### src/rtl/muldiv_unit_if.sv
// Operation bus between the execute stage and the iterative multiply/divide engine.
// Carries the launch/abort controls, operands and the Hi/Lo result with its status.
interface muldiv_unit_if #(
  parameter int WIDTH = 32
);
  logic             Start;
  logic             Clear;
  logic [1:0]       Op;
  logic [WIDTH-1:0] A;
  logic [WIDTH-1:0] B;
  logic             Busy;
  logic             Done;
  logic [WIDTH-1:0] Hi;
  logic [WIDTH-1:0] Lo;
  logic             DivByZero;

  modport master (
    output Start, Clear, Op, A, B,
    input  Busy, Done, Hi, Lo, DivByZero
  );

  modport slave (
    input  Start, Clear, Op, A, B,
    output Busy, Done, Hi, Lo, DivByZero
  );
endinterface

### src/rtl/muldiv_unit.sv
// Iterative MULT/MULTU/DIV/DIVU engine: one bit per cycle on unsigned magnitudes,
// sign fix-up applied while the result is registered into Hi/Lo on entry to FINISH.
module muldiv_unit #(
  parameter int WIDTH = 32
) (
  input  logic          Clk,
  input  logic          Rst_n,
  muldiv_unit_if.slave  bus
);

  localparam logic [1:0] S_IDLE   = 2'd0;
  localparam logic [1:0] S_RUN    = 2'd1;
  localparam logic [1:0] S_FINISH = 2'd2;
  localparam int         CW       = $clog2(WIDTH + 1);

  logic [1:0]         state_q, state_d;
  logic               is_div_q, is_div_d;
  logic               sign_a_q, sign_a_d;
  logic               sign_b_q, sign_b_d;
  logic [WIDTH-1:0]   b_q, b_d;
  logic [2*WIDTH-1:0] acc_q, acc_d;
  logic [WIDTH:0]     rem_q, rem_d;
  logic [CW-1:0]      cnt_q, cnt_d;
  logic [WIDTH-1:0]   hi_q, hi_d;
  logic [WIDTH-1:0]   lo_q, lo_d;
  logic               dbz_q, dbz_d;

  logic               signed_op;
  logic [WIDTH-1:0]   a_mag, b_mag;
  logic [WIDTH:0]     mul_sum;
  logic [2*WIDTH-1:0] mul_next;
  logic [WIDTH+1:0]   div_shift;
  logic               div_ge;
  logic [WIDTH:0]     rem_next;
  logic [WIDTH-1:0]   quo_next;
  logic [2*WIDTH-1:0] prod_fix;
  logic [WIDTH-1:0]   quo_fix, rem_fix;

  // Datapath: acc holds {partial product, multiplier} for MULT and the dividend/quotient
  // shift register in its low half for DIV.
  always_comb begin
    signed_op = ~bus.Op[0];
    a_mag     = (signed_op && bus.A[WIDTH-1]) ? -bus.A : bus.A;
    b_mag     = (signed_op && bus.B[WIDTH-1]) ? -bus.B : bus.B;

    mul_sum   = {1'b0, acc_q[2*WIDTH-1:WIDTH]} + (acc_q[0] ? {1'b0, b_q} : '0);
    mul_next  = {mul_sum, acc_q[WIDTH-1:1]};

    div_shift = {rem_q, acc_q[WIDTH-1]};
    div_ge    = div_shift >= {2'b00, b_q};
    rem_next  = div_ge ? (WIDTH+1)'(div_shift - {2'b00, b_q}) : (WIDTH+1)'(div_shift);
    quo_next  = {acc_q[WIDTH-2:0], div_ge};

    prod_fix  = (sign_a_q ^ sign_b_q) ? -mul_next : mul_next;
    quo_fix   = (sign_a_q ^ sign_b_q) ? -quo_next : quo_next;
    // Remainder follows the dividend's sign, as MIPS requires.
    rem_fix   = sign_a_q ? -rem_next[WIDTH-1:0] : rem_next[WIDTH-1:0];
  end

  always_comb begin
    state_d  = state_q;
    is_div_d = is_div_q;
    sign_a_d = sign_a_q;
    sign_b_d = sign_b_q;
    b_d      = b_q;
    acc_d    = acc_q;
    rem_d    = rem_q;
    cnt_d    = cnt_q;
    hi_d     = hi_q;
    lo_d     = lo_q;
    dbz_d    = dbz_q;

    case (state_q)
      S_IDLE: begin
        if (bus.Start && !bus.Clear) begin
          is_div_d = bus.Op[1];
          sign_a_d = signed_op & bus.A[WIDTH-1];
          sign_b_d = signed_op & bus.B[WIDTH-1];
          b_d      = b_mag;
          acc_d    = {{WIDTH{1'b0}}, a_mag};
          rem_d    = '0;
          cnt_d    = CW'(WIDTH);
          if (bus.Op[1] && (bus.B == '0)) begin
            // Divide by zero skips the iterations entirely.
            state_d = S_FINISH;
            hi_d    = bus.A;
            lo_d    = '1;
            dbz_d   = 1'b1;
          end else begin
            state_d = S_RUN;
          end
        end
      end
      S_RUN: begin
        if (bus.Clear) begin
          state_d = S_IDLE;
        end else begin
          cnt_d = cnt_q - CW'(1);
          if (is_div_q) begin
            acc_d = {acc_q[2*WIDTH-1:WIDTH], quo_next};
            rem_d = rem_next;
          end else begin
            acc_d = mul_next;
          end
          if (cnt_q == CW'(1)) begin
            state_d = S_FINISH;
            dbz_d   = 1'b0;
            if (is_div_q) begin
              hi_d = rem_fix;
              lo_d = quo_fix;
            end else begin
              {hi_d, lo_d} = prod_fix;
            end
          end
        end
      end
      S_FINISH: state_d = S_IDLE;
      default:  state_d = S_IDLE;
    endcase
  end

  always_ff @(posedge Clk or negedge Rst_n) begin
    if (!Rst_n) begin
      state_q  <= S_IDLE;
      is_div_q <= 1'b0;
      sign_a_q <= 1'b0;
      sign_b_q <= 1'b0;
      b_q      <= '0;
      acc_q    <= '0;
      rem_q    <= '0;
      cnt_q    <= '0;
      hi_q     <= '0;
      lo_q     <= '0;
      dbz_q    <= 1'b0;
    end else begin
      state_q  <= state_d;
      is_div_q <= is_div_d;
      sign_a_q <= sign_a_d;
      sign_b_q <= sign_b_d;
      b_q      <= b_d;
      acc_q    <= acc_d;
      rem_q    <= rem_d;
      cnt_q    <= cnt_d;
      hi_q     <= hi_d;
      lo_q     <= lo_d;
      dbz_q    <= dbz_d;
    end
  end

  assign bus.Busy      = (state_q == S_RUN);
  assign bus.Done      = (state_q == S_FINISH) && !bus.Clear;
  assign bus.Hi        = hi_q;
  assign bus.Lo        = lo_q;
  assign bus.DivByZero = dbz_q;

endmodule

### src/flat_wrapper.sv
// flat-port wrapper written by rule: the top's interface ports become plain ports
module muldiv_unit_flat 
#(
  parameter int WIDTH = 32
)
  (Clk, Rst_n, bus_Start, bus_Clear, bus_Op, bus_A, bus_B, bus_Busy, bus_Done, bus_Hi, bus_Lo, bus_DivByZero);
  muldiv_unit_if #(.WIDTH(WIDTH)) bus_i ();
  input  logic Clk;
  input  logic Rst_n;
  input wire logic [$bits(bus_i.Start)-1:0] bus_Start;
  input wire logic [$bits(bus_i.Clear)-1:0] bus_Clear;
  input wire logic [$bits(bus_i.Op)-1:0] bus_Op;
  input wire logic [$bits(bus_i.A)-1:0] bus_A;
  input wire logic [$bits(bus_i.B)-1:0] bus_B;
  output wire logic [$bits(bus_i.Busy)-1:0] bus_Busy;
  output wire logic [$bits(bus_i.Done)-1:0] bus_Done;
  output wire logic [$bits(bus_i.Hi)-1:0] bus_Hi;
  output wire logic [$bits(bus_i.Lo)-1:0] bus_Lo;
  output wire logic [$bits(bus_i.DivByZero)-1:0] bus_DivByZero;
  assign bus_i.Start = bus_Start;
  assign bus_i.Clear = bus_Clear;
  assign bus_i.Op = bus_Op;
  assign bus_i.A = bus_A;
  assign bus_i.B = bus_B;
  assign bus_Busy = bus_i.Busy;
  assign bus_Done = bus_i.Done;
  assign bus_Hi = bus_i.Hi;
  assign bus_Lo = bus_i.Lo;
  assign bus_DivByZero = bus_i.DivByZero;
  muldiv_unit #(.WIDTH(WIDTH)) u_core (.Clk(Clk), .Rst_n(Rst_n), .bus(bus_i));
endmodule
### config.mk
export PLATFORM = sky130hd
export DESIGN_NAME = muldiv_unit_flat
export DESIGN_NICKNAME = d
export VERILOG_FILES = /design/src/rtl/muldiv_unit_if.sv /design/src/rtl/muldiv_unit.sv /design/src/flat_wrapper.sv
export SDC_FILE = /design/constraint.sdc
export NUM_CORES = 1
export LEC_CHECK = 0
export CAP_MARGIN = 20
export CORE_MARGIN = 5
export CORE_UTILIZATION = 55
export CTS_CLUSTER_SIZE = 30
export DETAILED_ROUTE_END_ITERATION = 8
export GPL_TIMING_DRIVEN = 0
export PLACE_DENSITY = 0.79
export RECOVER_POWER = 25
export SLEW_MARGIN = 20
export SYNTH_ARGS = -nofsm -noshare
export SYNTH_HDL_FRONTEND = slang
export SYNTH_SLANG_ARGS = --single-unit
### constraint.sdc
create_clock -name Clk -period 5.55 [get_ports Clk]
set_input_delay 1.11 -clock Clk [delete_from_list [all_inputs] [get_ports Clk]]
set_output_delay 1.11 -clock Clk [all_outputs]
set_load 0.05 [all_outputs]
==> impl_metrics.py, run 1 <==
metrics = {
    "status": {
        "outcome": "finished, violations left",
        "violations": "capacitance limit, slew limit",
    },
    "timing": {
        "rsz0062_at_grt": "yes",
        "maxSlewHeadroom_pct": -85.2,
        "fin_crit_sh_pct": 96.7,
        "hold_viol": 0,
        "worst_pin_slew_ps": 2780,
        "fin_crit_ps": 5370,
        "fmax_mhz": 186,
        "worst_slack_ps": 184,
        "report.final.slew_viol_count": 130,
        "clock_skew_ps": 19.4,
        "finalSetupViolCount": 0,
    },
    "synth": {
        "synth_warnings": 0,
        "synth_edf_count": 0,
        "async_flop_share_pct": 100,
        "synth.distinct_cells": 99,
        "ys_top_cells_by_area": "dfrtp_1 29%, o21ai_0 7.3%, nand2_1 6.2%, a21oi_1 5.9%, xnor2_1 5.9%",
        "ys.flop_type": "dfrtp_1",
        "ys_seq_area_share_pct": 28.9,
        "ys_ff_latch": 205,
        "syn-instance-count": 2326,
        "syn_area_per_cell_um2": 7.63,
        "synth_top_area_share_pct": 28.9,
        "synth_fp_nets": 2469,
        "netlist_area_um2": 17800,
        "synth_top_cell_by_area": "dfrtp_1",
    },
    "finish": {
        "layout_common_cells": "293 x nand2_1, 255 x nor2_1, 255 x o21ai_0",
        "nNetsFinal": 2644,
        "area_delta_synth_final_pct": 17.6,
        "drive_above_1_share_pct": 6.23,
        "mostFrequentLayoutCell": "nand2_1",
        "antenna_cells": 0,
    },
    "clock_tree": {
        "cts.path.max_buffers": 3,
        "h-tree-depth": 1,
        "cts_sinks": 205,
        "cts_root_buf": "clkbuf_16",
        "numCtsBuffers": 26,
        "worstSkewPairLatency_ps": 560,
        "clkTransAtPathRegs_ps": 60,
        "tritoncts": "yes",
        "cts_hold_buffers": 0,
    },
    "die": {
        "initial_core_util_pct": 56.0,
        "core-area_um2": 31700,
        "pin_count": 137,
        "die_width_um": 190,
        "die_area_um2": 36000,
        "row_count": 65,
        "die_h_um": 190,
    },
    "global_routing": {
        "gr-total-overflow": 0,
        "antenna_found_initial": 0,
        "grt_pass1_vias": 18456,
        "track_usage_pct": 38.3,
        "grt_max_degree": 83,
        "grt_pass1_wl_um": 108000,
    },
    "power": {
        "power_mw": 9.53,
        "vdd_drop_max_v": 0.000260,
        "p_leak_nw": 8.66,
        "power.density_nw_per_um2": 456,
    },
    "worst_setup_path": {
        "crit_path_max_incr_delay_ps": 620,
        "cpMaxStageDelayCell": "or4_1",
        "crit_family": "simple AND/OR/NAND/NOR gates",
        "critical_path_buf_inv_count": 2,
        "crit_path_max_fanout": 10,
        "required_ps": 6020,
        "worstPathArrival_ps": 5840,
        "cp-end-kind": "flip-flop",
        "critPathKind": "reg2reg",
        "worstPathCellList": "clkinvlp_4, clkbuf_2, nor2_1, ha_1, a211oi_1, o21ai_1, xnor2_1, o211ai_1, nor4_4, nand4_4, o21ai_0, xnor2_1, nor2_1, or4_1, a31oi_1",
        "crit_path_start_kind": "flip-flop",
    },
    "placement": {
        "io_buffers": 136,
        "gp_congestion": 1.09,
        "dpl_worst_slack_ps": -1600,
        "hpwl_um": 55700,
    },
    "detailed_routing": {
        "dr.pass1.iters": 6,
        "viasPerCell": 6.60,
        "wl_per_cell_um": 24.3,
        "route.detailed.drc": 0,
        "wl_um": 71000,
        "vias": 19281,
        "drtAntennaViolNets": 0,
        "drt_iter0_drc": 2283,
    },
    "min_path": {
        "min_path_type": "reg2reg",
    },
    "run": {
        "maxCapViolations": 2,
    },
}
## cell type report
| cell class | count | area [µm²] |
|---|---|---|
| well taps | 402 | 503 |
| multi-input cells | 1904 | 11900 |
| clock buffers | 32 | 724 |
| repair buffers | 155 | 1520 |
| flip-flops and latches | 205 | 5130 |
| plain buffers | 139 | 613 |
| inverters | 70 | 269 |
| clock inverters | 16 | 218 |
| fillers | 2783 | 10800 |
## flip-flops by register name (all words and copies together) (netlist names)
register,count
u_core.is_div_q,1
u_core.acc_q,64
u_core.b_q,32
u_core.cnt_q,6
u_core.state_q,2
u_core.sign_a_q,1
u_core.bus.DivByZero,1
u_core.sign_b_q,1
u_core.rem_q,33
u_core.bus.Lo,32
u_core.bus.Hi,32
## per-layer routing
layer  wire length, µm  global-route usage, %
met1             27400                   49.2
met2             31700                   61.6
met3              7000                   6.24
met4              4920                   21.7
met5                 0                      0
## power by group
part           total, mW  leakage [nW]  switching, mW  internal (mW)
registers           2.18          2.53          0.298           1.88
logic               5.45          5.66           3.68           1.78
clock network       1.90         0.463          0.741           1.16
## repair_timing
| action | CTS | global route |
|---|---|---|
| setup endpoints to repair | 26 | 17 |
| resized for setup | 34 | 24 |
| pin swaps | 10 | 11 |
| buffers inserted | 11 | 6 |
## kinds of logic after synthesis
group                    synth area share, %
AO/OA/AOI/OAI                           25.6
XOR/XNOR                                10.7
adder cells (fa/ha/maj)                 5.23
buffers and inverters                   4.89
flip-flops                              28.9
multiplexers                            3.26
AND/OR/NAND/NOR                         21.4
## worst paths after layout
path / cells after the start / startpoint / end / slack (ps)
max: 15 / u_core.acc_q[0]$_DFFE_PN0P_ / u_core.bus.Hi[15]$_DFFE_PN0P_ / 180
min: 2 / u_core.b_q[17]$_DFFE_PN0P_ / u_core.b_q[17]$_DFFE_PN0P_ / 480
max reg2reg: 15 / u_core.acc_q[0]$_DFFE_PN0P_ / u_core.bus.Hi[15]$_DFFE_PN0P_ / 180
min reg2reg: 2 / u_core.b_q[17]$_DFFE_PN0P_ / u_core.b_q[17]$_DFFE_PN0P_ / 480
max in group asynchronous: 2 / Rst_n / u_core.acc_q[52]$_DFFE_PN0P_ / 770
min in group asynchronous: 1 / Rst_n / u_core.acc_q[13]$_DFFE_PN0P_ / 1430
## metrics by stage
step	hold WS, ps	utilization (%)	setup TNS (ps)	std cells	area, µm²
2_1_floorplan	450	-	0	2326	17800
3_3_place_gp	453	61.9	-1133020	2864	19600
3_5_place_dp	470	62.1	-18020	2866	19700
4_1_cts	473	65.6	0	2919	20800
5_1_grt	510	65.8	-273	2923	20900
6_report	479	65.8	0	2923	20900
## cell usage after synthesis, drive strengths merged (33+ instances only)
cell type,n
nand2,293
o21ai,271
nor2,256
a21oi,212
dfrtp,205
xnor2,119
clkbuf,111
xor2,98
ha,71
inv,69
mux2i,51
nor3,48
buf,36
a211oi,33
## worst reg2reg max path, stage by stage (launching register included)
cell and delay, ps:
dfrtp_1 530, clkinvlp_4 380, clkbuf_2 290, nor2_1 210, ha_1 290, a211oi_1 350
o21ai_1 270, xnor2_1 560, o211ai_1 380, nor4_4 470, nand4_4 180, o21ai_0 250
xnor2_1 170, nor2_1 140, or4_1 620, a31oi_1 200
No activity file was read; power rests on OpenSTA's default activity.
==> run 2, diff against run 1 <==
--- a/config.mk
+++ b/config.mk
@@ -11,7 +11,7 @@
 export CTS_CLUSTER_SIZE = 30
 export DETAILED_ROUTE_END_ITERATION = 8
 export GPL_TIMING_DRIVEN = 0
-export PLACE_DENSITY = 0.79
+export PLACE_DENSITY = 0.8
 export RECOVER_POWER = 25
 export SLEW_MARGIN = 20
 export SYNTH_ARGS = -nofsm -noshare
==> impl_metrics.py, run 2 (synthesis gave the netlist of run 1 again) <==
metrics = {
    "power": {
        "seqPwrFrac_pct": 23.0,
        "combPwrFrac_pct": 58.0,
        "vdd_drop_max_v": 0.000271,
        "power_switching_mw": 4.72,
        "clkPwrFrac_pct": 19.0,
        "power.internal_mw": 4.70,
        "power.density_nw_per_um2": 451,
        "power_switching_share_pct": 50.1,
        "p_leak_nw": 8.63,
    },
    "worst_setup_path": {
        "path_common_cell": "ha_4",
        "critical_path_buf_inv_count": 5,
        "crit_family": "simple AND/OR/NAND/NOR gates",
        "cp-end-kind": "flip-flop",
        "cpMaxStageDelayCell": "dfrtp_2",
        "crit_path_max_fanout": 19,
        "required_ps": 5960,
        "critPathKind": "reg2reg",
        "crit_path_start_kind": "flip-flop",
        "worstPathArrival_ps": 5850,
        "worstPathCellList": "clkinvlp_4, ha_4, inv_1, fa_2, a211oi_4, o21ai_2, a22oi_2, a21oi_4, or2_4, buf_6, buf_12, buf_16, o21ai_4, ha_4, nor3b_4, nand2_2, or4_1, nor3_2, a41oi_2, nor4_2, nand4_1, o31ai_2, xor2_1, a21oi_1",
        "crit_path_max_incr_delay_ps": 450,
    },
    "status": {
        "outcome": "finished, violations left",
        "violations": "capacitance limit, slew limit",
    },
    "finish": {
        "fillCellCount": 2772,
        "area_delta_synth_final_pct": 17.7,
        "antenna_cells": 0,
        "stdcell_count": 2921,
        "reg_top3": "u_core.acc_q (64), u_core.rem_q (33)",
        "postLayoutCellArea_um2": 20900,
        "nNetsFinal": 2642,
        "mostFrequentLayoutCell": "nand2_1",
        "largest_register_ffs": 64,
        "layout_common_cells": "292 x nand2_1, 256 x o21ai_0, 254 x nor2_1",
        "drive_above_1_share_pct": 6.31,
        "top_register": "u_core.acc_q",
    },
    "clock_tree": {
        "cts_sinks": 205,
        "cts.path.max_buffers": 3,
        "tritoncts": "yes",
        "cts_root_buf": "clkbuf_16",
        "clkTransAtPathRegs_ps": 60,
        "worstSkewPairLatency_ps": 570,
        "numCtsBuffers": 27,
        "h-tree-depth": 1,
    },
    "timing": {
        "tns_ps": 0,
        "hold_viol": 0,
        "fin_crit_ps": 5440,
        "clock_skew_ps": 22.5,
        "worst_pin_slew_ps": 3990,
        "fmax_mhz": 184,
        "fin_crit_sh_pct": 98.0,
        "report.final.slew_viol_count": 67,
        "maxSlewHeadroom_pct": -166,
        "finalSetupViolCount": 0,
    },
    "die": {
        "pin_count": 137,
        "die_h_um": 190,
        "row_count": 65,
        "core-area_um2": 31700,
        "die_width_um": 190,
        "initial_core_util_pct": 56.0,
        "die_area_um2": 36000,
    },
    "run": {
        "maxCapViolations": 1,
    },
    "global_routing": {
        "grt_max_degree": 73,
        "grt_pass1_vias": 18304,
        "grt_pass1_wl_um": 107000,
        "gr-total-overflow": 0,
        "antenna_found_initial": 1,
        "track_usage_pct": 38.3,
    },
    "detailed_routing": {
        "viasPerCell": 6.60,
        "wl_um": 71400,
        "drtAntennaViolNets": 0,
        "wl_per_cell_um": 24.4,
        "vias": 19280,
        "dr.pass1.iters": 5,
        "drt_iter0_drc": 2208,
        "route.detailed.drc": 0,
    },
    "placement": {
        "dpl_cell_area_um2": 19700,
        "io_buffers": 136,
        "gp_congestion": 1.04,
        "hpwl_um": 56500,
        "dp.cells": 2866,
    },
    "min_path": {
        "min_path_type": "reg2reg",
    },
}
## run 2: stage by stage
stage	power, mW	worst slack (ps)	utilization [%]	hold slack, ps
after floorplan	5.58	185	-	450
after global placement	7.31	-5450	61.9	453
after detailed placement	7.39	-1660	62.1	458
after CTS	9.23	31.5	65.4	471
after global routing	9.84	-15.1	65.9	499
final	9.42	110	65.9	468
## run 2: worst paths after layout
path,start,end,slack (ps),cells after the start
max reg2reg,u_core.acc_q[31]$_DFFE_PN0P_,u_core.bus.Hi[30]$_DFFE_PN0P_,110,24
min in group asynchronous,Rst_n,u_core.bus.Hi[0]$_DFFE_PN0P_,1930,1
min reg2reg,u_core.bus.Lo[0]$_DFFE_PN0P_,u_core.bus.Lo[0]$_DFFE_PN0P_,470,2
max,u_core.acc_q[31]$_DFFE_PN0P_,u_core.bus.Hi[30]$_DFFE_PN0P_,110,24
min,u_core.bus.Lo[0]$_DFFE_PN0P_,u_core.bus.Lo[0]$_DFFE_PN0P_,470,2
max in group asynchronous,Rst_n,u_core.rem_q[15]$_DFFE_PN0P_,1060,1
## run 2: tightest hold or removal path: stages, from the launching register on
cell     delay [ps]
dfrtp_1         340
nand2_1          50
nand2_1          50
## run 2: what timing repair did
| action | 4_1_cts | 5_1_grt |
|---|---|---|
| setup buffers | 5 | 8 |
| hold buffers | 0 | 0 |
| resized for setup | 38 | 21 |
| pin swaps | 10 | 12 |
| endpoints found under the setup margin | 26 | 13 |
## run 2: power by group through the flow
stage / Clock (mW) / Combinational [mW] / Sequential [mW]
after floorplan: 0 / 2.85 / 2.74
after global placement: 0 / 5.15 / 2.17
after detailed placement: 0 / 5.21 / 2.18
after CTS: 1.79 / 5.29 / 2.15
after global routing: 1.86 / 5.78 / 2.20
final: 1.79 / 5.46 / 2.17
## run 2: layout make-up
class	count	area [µm²]	area share, %
clock buffers	33	738	3.53
clock inverters	16	151	0.725
inverters	70	270	1.29
well taps	402	503	2.41
multi-input cells	1904	12000	57.2
plain buffers	140	632	3.02
repair buffers	151	1510	7.22
flip-flops and latches	205	5130	24.6
## run 2: layer usage
layer	share of wire [%]	track usage, %
met1	39	49.5
met2	45	61.7
met3	8.9	5.38
met4	7.1	22.1
met5	0	0
